`src/rtl/npc_pkg.sv`:
```
// Shared LSU definitions: load-type encodings, store byte-count masks, FSM states
// and the alignment rule used when LSU_MISALIGN_CHECK_EN is defined.
package npc_pkg;

   localparam logic [2:0] RT_LB  = 3'd0;
   localparam logic [2:0] RT_LH  = 3'd1;
   localparam logic [2:0] RT_LW  = 3'd2;
   localparam logic [2:0] RT_LBU = 3'd3;
   localparam logic [2:0] RT_LHU = 3'd4;

   localparam logic [7:0] WMASK_B = 8'h01;
   localparam logic [7:0] WMASK_H = 8'h03;
   localparam logic [7:0] WMASK_W = 8'h0F;

   typedef enum logic [1:0] {
      ST_IDLE = 2'd0,
      ST_REQ  = 2'd1,
      ST_WAIT = 2'd2,
      ST_RESP = 2'd3
   } lsu_state_e;

   // Loads with rtype 5-7 count as word accesses, matching their lw behaviour.
   function automatic logic is_misaligned(input logic       wen,
                                          input logic [7:0] wmask,
                                          input logic [2:0] rtype,
                                          input logic [1:0] off);
      logic half;
      logic word;
      if (wen) begin
         half = (wmask == WMASK_H);
         word = (wmask == WMASK_W);
      end else begin
         half = (rtype == RT_LH) || (rtype == RT_LHU);
         word = !half && (rtype != RT_LB) && (rtype != RT_LBU);
      end
      return (half && off[0]) || (word && (off != 2'd0));
   endfunction

endpackage

```
`src/rtl/lsu_align.sv`:
```
// Byte-lane alignment: store strobe/data placement and load shift plus extension.
module lsu_align
   import npc_pkg::*;
(
   input  logic [1:0]  off_i,
   input  logic [31:0] wdata_i,
   input  logic [3:0]  wmask_i,
   input  logic [2:0]  rtype_i,
   input  logic [31:0] rdata_i,
   output logic [3:0]  wstrb_o,
   output logic [31:0] wdata_o,
   output logic [31:0] rdata_o
);

   logic [31:0] rshift;

   // Bytes pushed past lane 3 fall off the word.
   assign wstrb_o = wmask_i << off_i;
   assign wdata_o = wdata_i << {off_i, 3'b000};
   assign rshift  = rdata_i >> {off_i, 3'b000};

   always_comb begin
      rdata_o = rshift;
      case (rtype_i)
         RT_LB:   rdata_o = {{24{rshift[7]}}, rshift[7:0]};
         RT_LH:   rdata_o = {{16{rshift[15]}}, rshift[15:0]};
         RT_LBU:  rdata_o = {24'h000000, rshift[7:0]};
         RT_LHU:  rdata_o = {16'h0000, rshift[15:0]};
         default: rdata_o = rshift;
      endcase
   end

endmodule

```
`src/rtl/lsu.sv`:
```
// Single-outstanding load/store unit: IDLE -> REQ -> WAIT -> RESP.
// Define LSU_MISALIGN_CHECK_EN to fault misaligned half/word ops without a memory access.
module lsu
   import npc_pkg::*;
#(
   parameter int ADDR_W = 32,
   parameter int DATA_W = 32
) (
   input  logic              clk,
   input  logic              rst,
   input  logic              req_valid,
   output logic              req_ready,
   input  logic [ADDR_W-1:0] req_addr,
   input  logic [DATA_W-1:0] req_wdata,
   input  logic              req_wen,
   input  logic [7:0]        req_wmask,
   input  logic [2:0]        req_rtype,
   output logic              resp_valid,
   input  logic              resp_ready,
   output logic [DATA_W-1:0] resp_rdata,
   output logic              resp_err,
   output logic              mem_req_valid,
   input  logic              mem_req_ready,
   output logic [ADDR_W-1:0] mem_addr,
   output logic              mem_wen,
   output logic [DATA_W-1:0] mem_wdata,
   output logic [3:0]        mem_wstrb,
   input  logic              mem_resp_valid,
   input  logic [DATA_W-1:0] mem_rdata,
   output logic [1:0]        dbg_state_o
);

   if (DATA_W != 32) begin : g_bad_data_w
      $error("lsu: DATA_W must be 32");
   end

   lsu_state_e        state_q, state_d;
   logic [ADDR_W-1:0] addr_q, addr_d;
   logic [31:0]       wdata_q, wdata_d;
   logic              wen_q, wen_d;
   logic [7:0]        wmask_q, wmask_d;
   logic [2:0]        rtype_q, rtype_d;
   logic [31:0]       rdata_q, rdata_d;
   logic [3:0]        al_wstrb;
   logic [31:0]       al_wdata;
   logic [31:0]       al_rdata;
   logic              unused_wmask_hi;

   assign unused_wmask_hi = |wmask_q[7:4];

   lsu_align u_align (
      .off_i   (addr_q[1:0]),
      .wdata_i (wdata_q),
      .wmask_i (wmask_q[3:0]),
      .rtype_i (rtype_q),
      .rdata_i (mem_rdata),
      .wstrb_o (al_wstrb),
      .wdata_o (al_wdata),
      .rdata_o (al_rdata)
   );

`ifdef LSU_MISALIGN_CHECK_EN
   logic err_q, err_d;
`endif

   always_comb begin
      state_d = state_q;
      addr_d  = addr_q;
      wdata_d = wdata_q;
      wen_d   = wen_q;
      wmask_d = wmask_q;
      rtype_d = rtype_q;
      rdata_d = rdata_q;
`ifdef LSU_MISALIGN_CHECK_EN
      err_d   = err_q;
`endif
      case (state_q)
         ST_IDLE: begin
            if (req_valid) begin
               addr_d  = req_addr;
               wdata_d = req_wdata;
               wen_d   = req_wen;
               wmask_d = req_wmask;
               rtype_d = req_rtype;
               rdata_d = 32'h0;
               state_d = ST_REQ;
`ifdef LSU_MISALIGN_CHECK_EN
               err_d   = 1'b0;
               // Faulting ops answer straight away and never reach memory.
               if (is_misaligned(req_wen, req_wmask, req_rtype, req_addr[1:0])) begin
                  err_d   = 1'b1;
                  state_d = ST_RESP;
               end
`endif
            end
         end
         ST_REQ: begin
            if (mem_req_ready) state_d = ST_WAIT;
         end
         ST_WAIT: begin
            if (mem_resp_valid) begin
               rdata_d = wen_q ? 32'h0 : al_rdata;
               state_d = ST_RESP;
            end
         end
         ST_RESP: begin
            if (resp_ready) state_d = ST_IDLE;
         end
         default: state_d = ST_IDLE;
      endcase
   end

   always_ff @(posedge clk) begin
      if (rst) begin
         state_q <= ST_IDLE;
         addr_q  <= '0;
         wdata_q <= 32'h0;
         wen_q   <= 1'b0;
         wmask_q <= 8'h00;
         rtype_q <= 3'd0;
         rdata_q <= 32'h0;
`ifdef LSU_MISALIGN_CHECK_EN
         err_q   <= 1'b0;
`endif
      end else begin
         state_q <= state_d;
         addr_q  <= addr_d;
         wdata_q <= wdata_d;
         wen_q   <= wen_d;
         wmask_q <= wmask_d;
         rtype_q <= rtype_d;
         rdata_q <= rdata_d;
`ifdef LSU_MISALIGN_CHECK_EN
         err_q   <= err_d;
`endif
      end
   end

`ifdef LSU_MISALIGN_CHECK_EN
   assign resp_err = err_q;
`else
   assign resp_err = 1'b0;
`endif

   assign req_ready     = (state_q == ST_IDLE);
   assign mem_req_valid = (state_q == ST_REQ);
   assign resp_valid    = (state_q == ST_RESP);
   assign resp_rdata    = rdata_q;
   assign mem_addr      = {addr_q[ADDR_W-1:2], 2'b00};
   assign mem_wen       = wen_q;
   assign mem_wstrb     = wen_q ? al_wstrb : 4'h0;
   assign mem_wdata     = al_wdata;
   assign dbg_state_o   = state_q;

endmodule

```
`config.mk`:
```
export PLATFORM = sky130hd
export DESIGN_NAME = lsu
export DESIGN_NICKNAME = d
export VERILOG_FILES = /design/src/rtl/npc_pkg.sv /design/src/rtl/lsu_align.sv /design/src/rtl/lsu.sv
export SDC_FILE = /design/constraint.sdc
export NUM_CORES = 1
export LEC_CHECK = 0
export ABC_AREA = 1
export BUFFER_PORTS_ARGS = -buffer_cell sky130_fd_sc_hd__buf_2
export CAP_MARGIN = 20
export CELL_PAD_IN_SITES_DETAIL_PLACEMENT = 0
export CELL_PAD_IN_SITES_GLOBAL_PLACEMENT = 1
export CORE_UTILIZATION = 36
export DETAILED_ROUTE_END_ITERATION = 16
export PLACE_DENSITY = 0.86
export SLEW_MARGIN = 25
export SYNTH_ARGS = -nofsm -noshare
export SYNTH_HDL_FRONTEND = slang
export SYNTH_HIERARCHICAL = 1
export SYNTH_SLANG_ARGS = --single-unit
```
`constraint.sdc`:
```
create_clock -name clk -period 2.6 [get_ports clk]
set_input_delay 0.39 -clock clk [delete_from_list [all_inputs] [get_ports clk]]
set_output_delay 0.39 -clock clk [all_outputs]
set_load 0.005 [all_outputs]
```
; ---- After elaboration in Yosys (flattened, before gate mapping)
; Index checks and enable logic that the tools add are counted.
[classes]
reduce_logical = 6
n_mux = 11
shift = 3
eq_ne = 10
[ops]
columns = cell, count
row1 = 32-bit case mux with 4 select lines, 1
row2 = 32-bit two-way mux, 3
row3 = 32-bit case mux with 2 select lines, 1
row4 = 32-bit by 5-bit left shift with 32-bit output, 1
row5 = 32-bit by 5-bit >> shifter with 32-bit output, 1
row6 = 2-bit two-way mux, 4
row7 = 2-bit case mux with 4 select lines, 1
row8 = "2-bit equality test, second input constant", 2
row9 = 4-bit two-way mux, 1
row10 = "2-bit by 1-bit != test with 1-bit output, second input constant", 2
row11 = "2-bit != test, second input constant", 2
row12 = 4-bit AND reduction, 1
row13 = 4-bit by 2-bit left shift with 4-bit output, 1
row14 = "3-bit by 1-bit equality test with 1-bit output, second input constant", 1
row15 = "3-bit by 2-bit equality test with 1-bit output, second input constant", 1
row16 = "3-bit equality test, second input constant", 1
row17 = 3-bit zero test, 1
row18 = 3-bit AND reduction, 1
row19 = "2-bit by 1-bit equality test with 1-bit output, second input constant", 1
row20 = 2-bit zero test, 1
row21 = 2-bit AND reduction, 1
row22 = 2-bit nonzero test, 1
[word_totals]
in_bits = 114
regBits = 106

; ---- Depth between registers and ports, before layout
[logic_depth]
depth_word = 5
depth_mapped = 12
ltp_nobuf = 11

; ---- Modules after synthesis
; Netlist, hierarchy kept.
[by_module_without_submodules]
columns = module, area_each_um2, n_inst, seq_area_each_um2, cells_each
row1 = lsu, 4421.7, 1, 2122.0, 609
row2 = lsu_align, 1450.1, 1, 0.0, 318

; ---- Worst setup path after synthesis
; No wires, ideal clock.
[synth_path]
path_type = register -> register
startpoint = register state_q[0], in the netlist dbg_state_o[0]
endpoint = register rdata_q[18], in the netlist resp_rdata[18]
arrival_ps = 1395
stages_incl_launch_ff = 11
path_buffers = 2
required_ps = 2485
path_slack_ps = 1090
cell_sequence = dfxtp_1 inv_1 ha_1 inv_2 nor2_1 nor2_2 buf_6 buf_6 nand3_1 nand2_1 nor2_1
[synth_via]
elab_chain_cells = 3
elab_cells_between_ends = 7
classes_between = eq/ne: 3 / mux: 1 / reduce/logical: 3
[synth_lines]
columns = element, line
row1 = from (decl), lsu.sv:37  ; lsu_state_e state_q, state_d;
row2 = from (signal assigned), lsu.sv:126  ; state_q <= state_d;
row3 = 2-bit equality test / 2-bit zero test (equally long branches), lsu.sv:77  ; case (state_q)
row4 = 2-bit != test (no line) / 2-bit nonzero test (equally long branches), --
row5 = 3-bit AND reduction (no line), --
row6 = to (signal assigned), lsu.sv:132  ; rdata_q <= rdata_d;
row7 = to (decl), lsu.sv:43  ; logic [31:0] rdata_q, rdata_d;
; Parallel ways exist; a longest one is shown, timed or not.
; A chain may end at the register's enable or synchronous reset.

; ---- Final worst setup path
[layout_path]
startpoint = register addr_q[0]
endpoint = output port mem_wdata[27]
[layout_via]
elab_chain_cells = 1
[layout_lines]
columns = element, line
row1 = from (decl), lsu.sv:38  ; logic [ADDR_W-1:0] addr_q, addr_d;
row2 = from (signal assigned), lsu.sv:127  ; addr_q <= addr_d;
row3 = 32-bit by 5-bit left shift with 32-bit output, lsu_align.sv:19  ; assign wdata_o = wdata_i << {off_i, 3'b000};
row4 = to (decl), lsu.sv:26  ; output logic [DATA_W-1:0] mem_wdata,
; No other way between the ends.

==> flow_summary.yaml <==
outcome:
  status: "completed"
worst_setup_path:
  cp-start-kind: "flop"
  critPathCaptureType: "primary output"
  critPathBufInv: 2
  cp_data_required_time_ns: 2.21
  cp_data_arrival_time_ns: 1.95
  crit_path_max_fanout: 59
  cp_slowest_cell: "buf_4"
  crit_top_cell: "o21ai_0"
  critical_path.top_delay_family: "buffers and inverters"
  cpPeakStageDelay_ns: 0.47
  path_class: "flop to primary output"
  crit_path_cell_trace: "buf_4, or2_2, o21ai_0, o21ai_0, buf_2"
synthesis:
  ys_seq_area_share_pct: 36.1
  syn_area_sq_um: 5870
  yosysWarnings: 6
  synth_cell_types: 25
  synth_seq_cells: 106
  avgSynthCellArea_sq_um: 6.33
  syn_inst: 927
power_and_ir_drop:
  power.leakage_nw: 3.66
  ir_drop_mv: 0.497
  power_density_nw_per_um2: 1080
  power_mw: 7.66
sta:
  hold_viol_final: 0
  rsz0062_at_grt: "false"
  worstMarginPinSlew_ns: 0.609
  skew_ns: 0.00645
  finalSetupTns_ns: 0
  period_share_pct: 90.0
  setup_viol: 0
  clock.fmax_mhz: 428
  period_minus_slack_ns: 2.34
  slew_headroom_pct: 59.4
  whs_ns: 0.269
  drv_slew: 0
clock_tree:
  clkSinkCount: 106
  root_buffer: "clkbuf_16"
  cts_htree_levels: 3
  path_clk_slew_ns: 0.08
  clockBufferDepth: 2
  cts_tree: "done"
  post_cts_resized: 0
  hold_buffers: 0
  clock_latency_ns: 0.36
  post_cts_buffers: 0
  numCtsBuffers: 9
drt:
  viasPerCell: 4.71
  drt_iter0_drc: 364
  drc: 0
  vias: 6077
  finalWirelength_mm: 17.3
  drtAntennaViolNets: 0
  drt-wirelength-per-cell_um: 13.4
  firstDrtPassIters: 5
die:
  num_rows: 46
  die_area_sq_um: 16800
  io_pins: 221
  dieWidth_um: 130
  initial_core_util_pct: 37.0
  core_sq_um: 15900
  die_y_um: 130
global_routing:
  grt_pass1_vias: 5641
  grt_overflow_total: 0
  grt.total_usage_pct: 21.0
  grt_max_degree: 107
  grt_pass1_wl_mm: 27.4
  grt_antenna_before_repair: 4
finish:
  syn2layout_area_growth_pct: 20.6
  post_route_cells_drive_above_1_share_pct: 25.0
  final_nets: 1187
  nFillCells: 1773
placed_design:
  hpwl_mm: 12.2
  place.gp.congestion: 0.813
  io_buffer_count: 213
worst_hold_path:
  min-delay-path-class: "primary input to flop"
flow_run:
  drv_cap: 0
## flip-flops by register name (all words and copies together) (netlist names)
| name | cells |
|---|---|
| mem_wen | 1 |
| dbg_state_o | 2 |
| addr_q | 32 |
| rtype_q | 3 |
| wmask_q | 4 |
| resp_rdata | 32 |
| wdata_q | 32 |
## cell families (layout without fill, tap and decap cells)
kind of cell	Yosys count	after routing	share of synthesized area (%)
simple gates	512	512	35.3
compound gates	167	167	14.7
buf+inv	135	278	12.5
flops	106	106	36.1
fa+ha+maj	6	6	1.28
other cells	1	5	0.0639
## area by class of cell
type                       count  area, sq um  share of cell area (%)
clock inverter                 7         83.8                    1.18
inverter                      35          131                    1.85
tap                          216          270                    3.82
multi-input combinational    688         3030                    42.8
timing repair buffer         227         1210                    17.1
antenna                        2         5.00                  0.0707
clock buffer                   9          225                    3.18
sequential                   106         2120                    30.0
## worst paths after layout
path	startpoint	endpoint	slack, ns	cells past startpoint
max	addr_q[0]	mem_wdata[27]	0.26	5
min	req_addr[29]	addr_q[29]	0.27	3
max reg2reg	addr_q[0]	resp_rdata[31]	0.46	9
min reg2reg	resp_rdata[18]	resp_rdata[18]	0.48	2
## layer usage
layer / global-route usage [%] / part of all wire (%) / vias to the layer above
li1: - / - / 3192
met5: 0 / 0.18 / -
met1: 24.4 / 42 / 2655
met3: 7.18 / 7.1 / 37
met4: 8.48 / 3.0 / 4
met2: 35.3 / 47 / 189
## stage by stage
step           cells  setup WS (ns)  utilization (%)  cell area (sq um)
3_5_place_dp    1272          0.488             42.6               6770
4_1_cts         1288          0.267             44.6               7080
6_report        1290          0.261             44.6               7080
3_3_place_gp    1272          0.518             42.6               6770
2_1_floorplan    929           1.09                -               5880
5_1_grt         1290         0.0827             44.6               7080
## worst min-delay path: stages
cell	delay, ns
buf_2	0.07
o21ai_0	0.07
nor2_1	0.07
## power by group
part / internal, mW / leakage, nW / switching [mW]
registers: 2.10 / 0.877 / 0.277
logic: 1.48 / 2.63 / 2.35
clock network: 0.769 / 0.154 / 0.685
## cell usage in the layout (no fill, tap or decap), types with 6 or more instances in the layout
cell and count:
buf_4 11, dfxtp_1 104, nand3_1 64, o21ai_0 96, ha_1 6, nor2_1 225
or2_2 9, inv_1 30, nand2_1 203, o211ai_1 6, a21oi_1 59, clkbuf_16 9
buf_2 213
## Yosys cell counts (all sizes together)
library cell,n,area share (%)
buf,76,8.7
dfxtp,106,36
clkbuf,24,1.5
ha,6,1.3
or2,9,0.96
and2,1,0.11
nand2,206,13
nor3,1,0.085
a21oi,59,5.0
nor2,228,15
o211ai,6,0.77
inv,35,2.2
nand3,67,6.1
o21ai,97,8.3
conb,1,0.064
a22oi,5,0.64
Power figures use the tool's default switching activity.
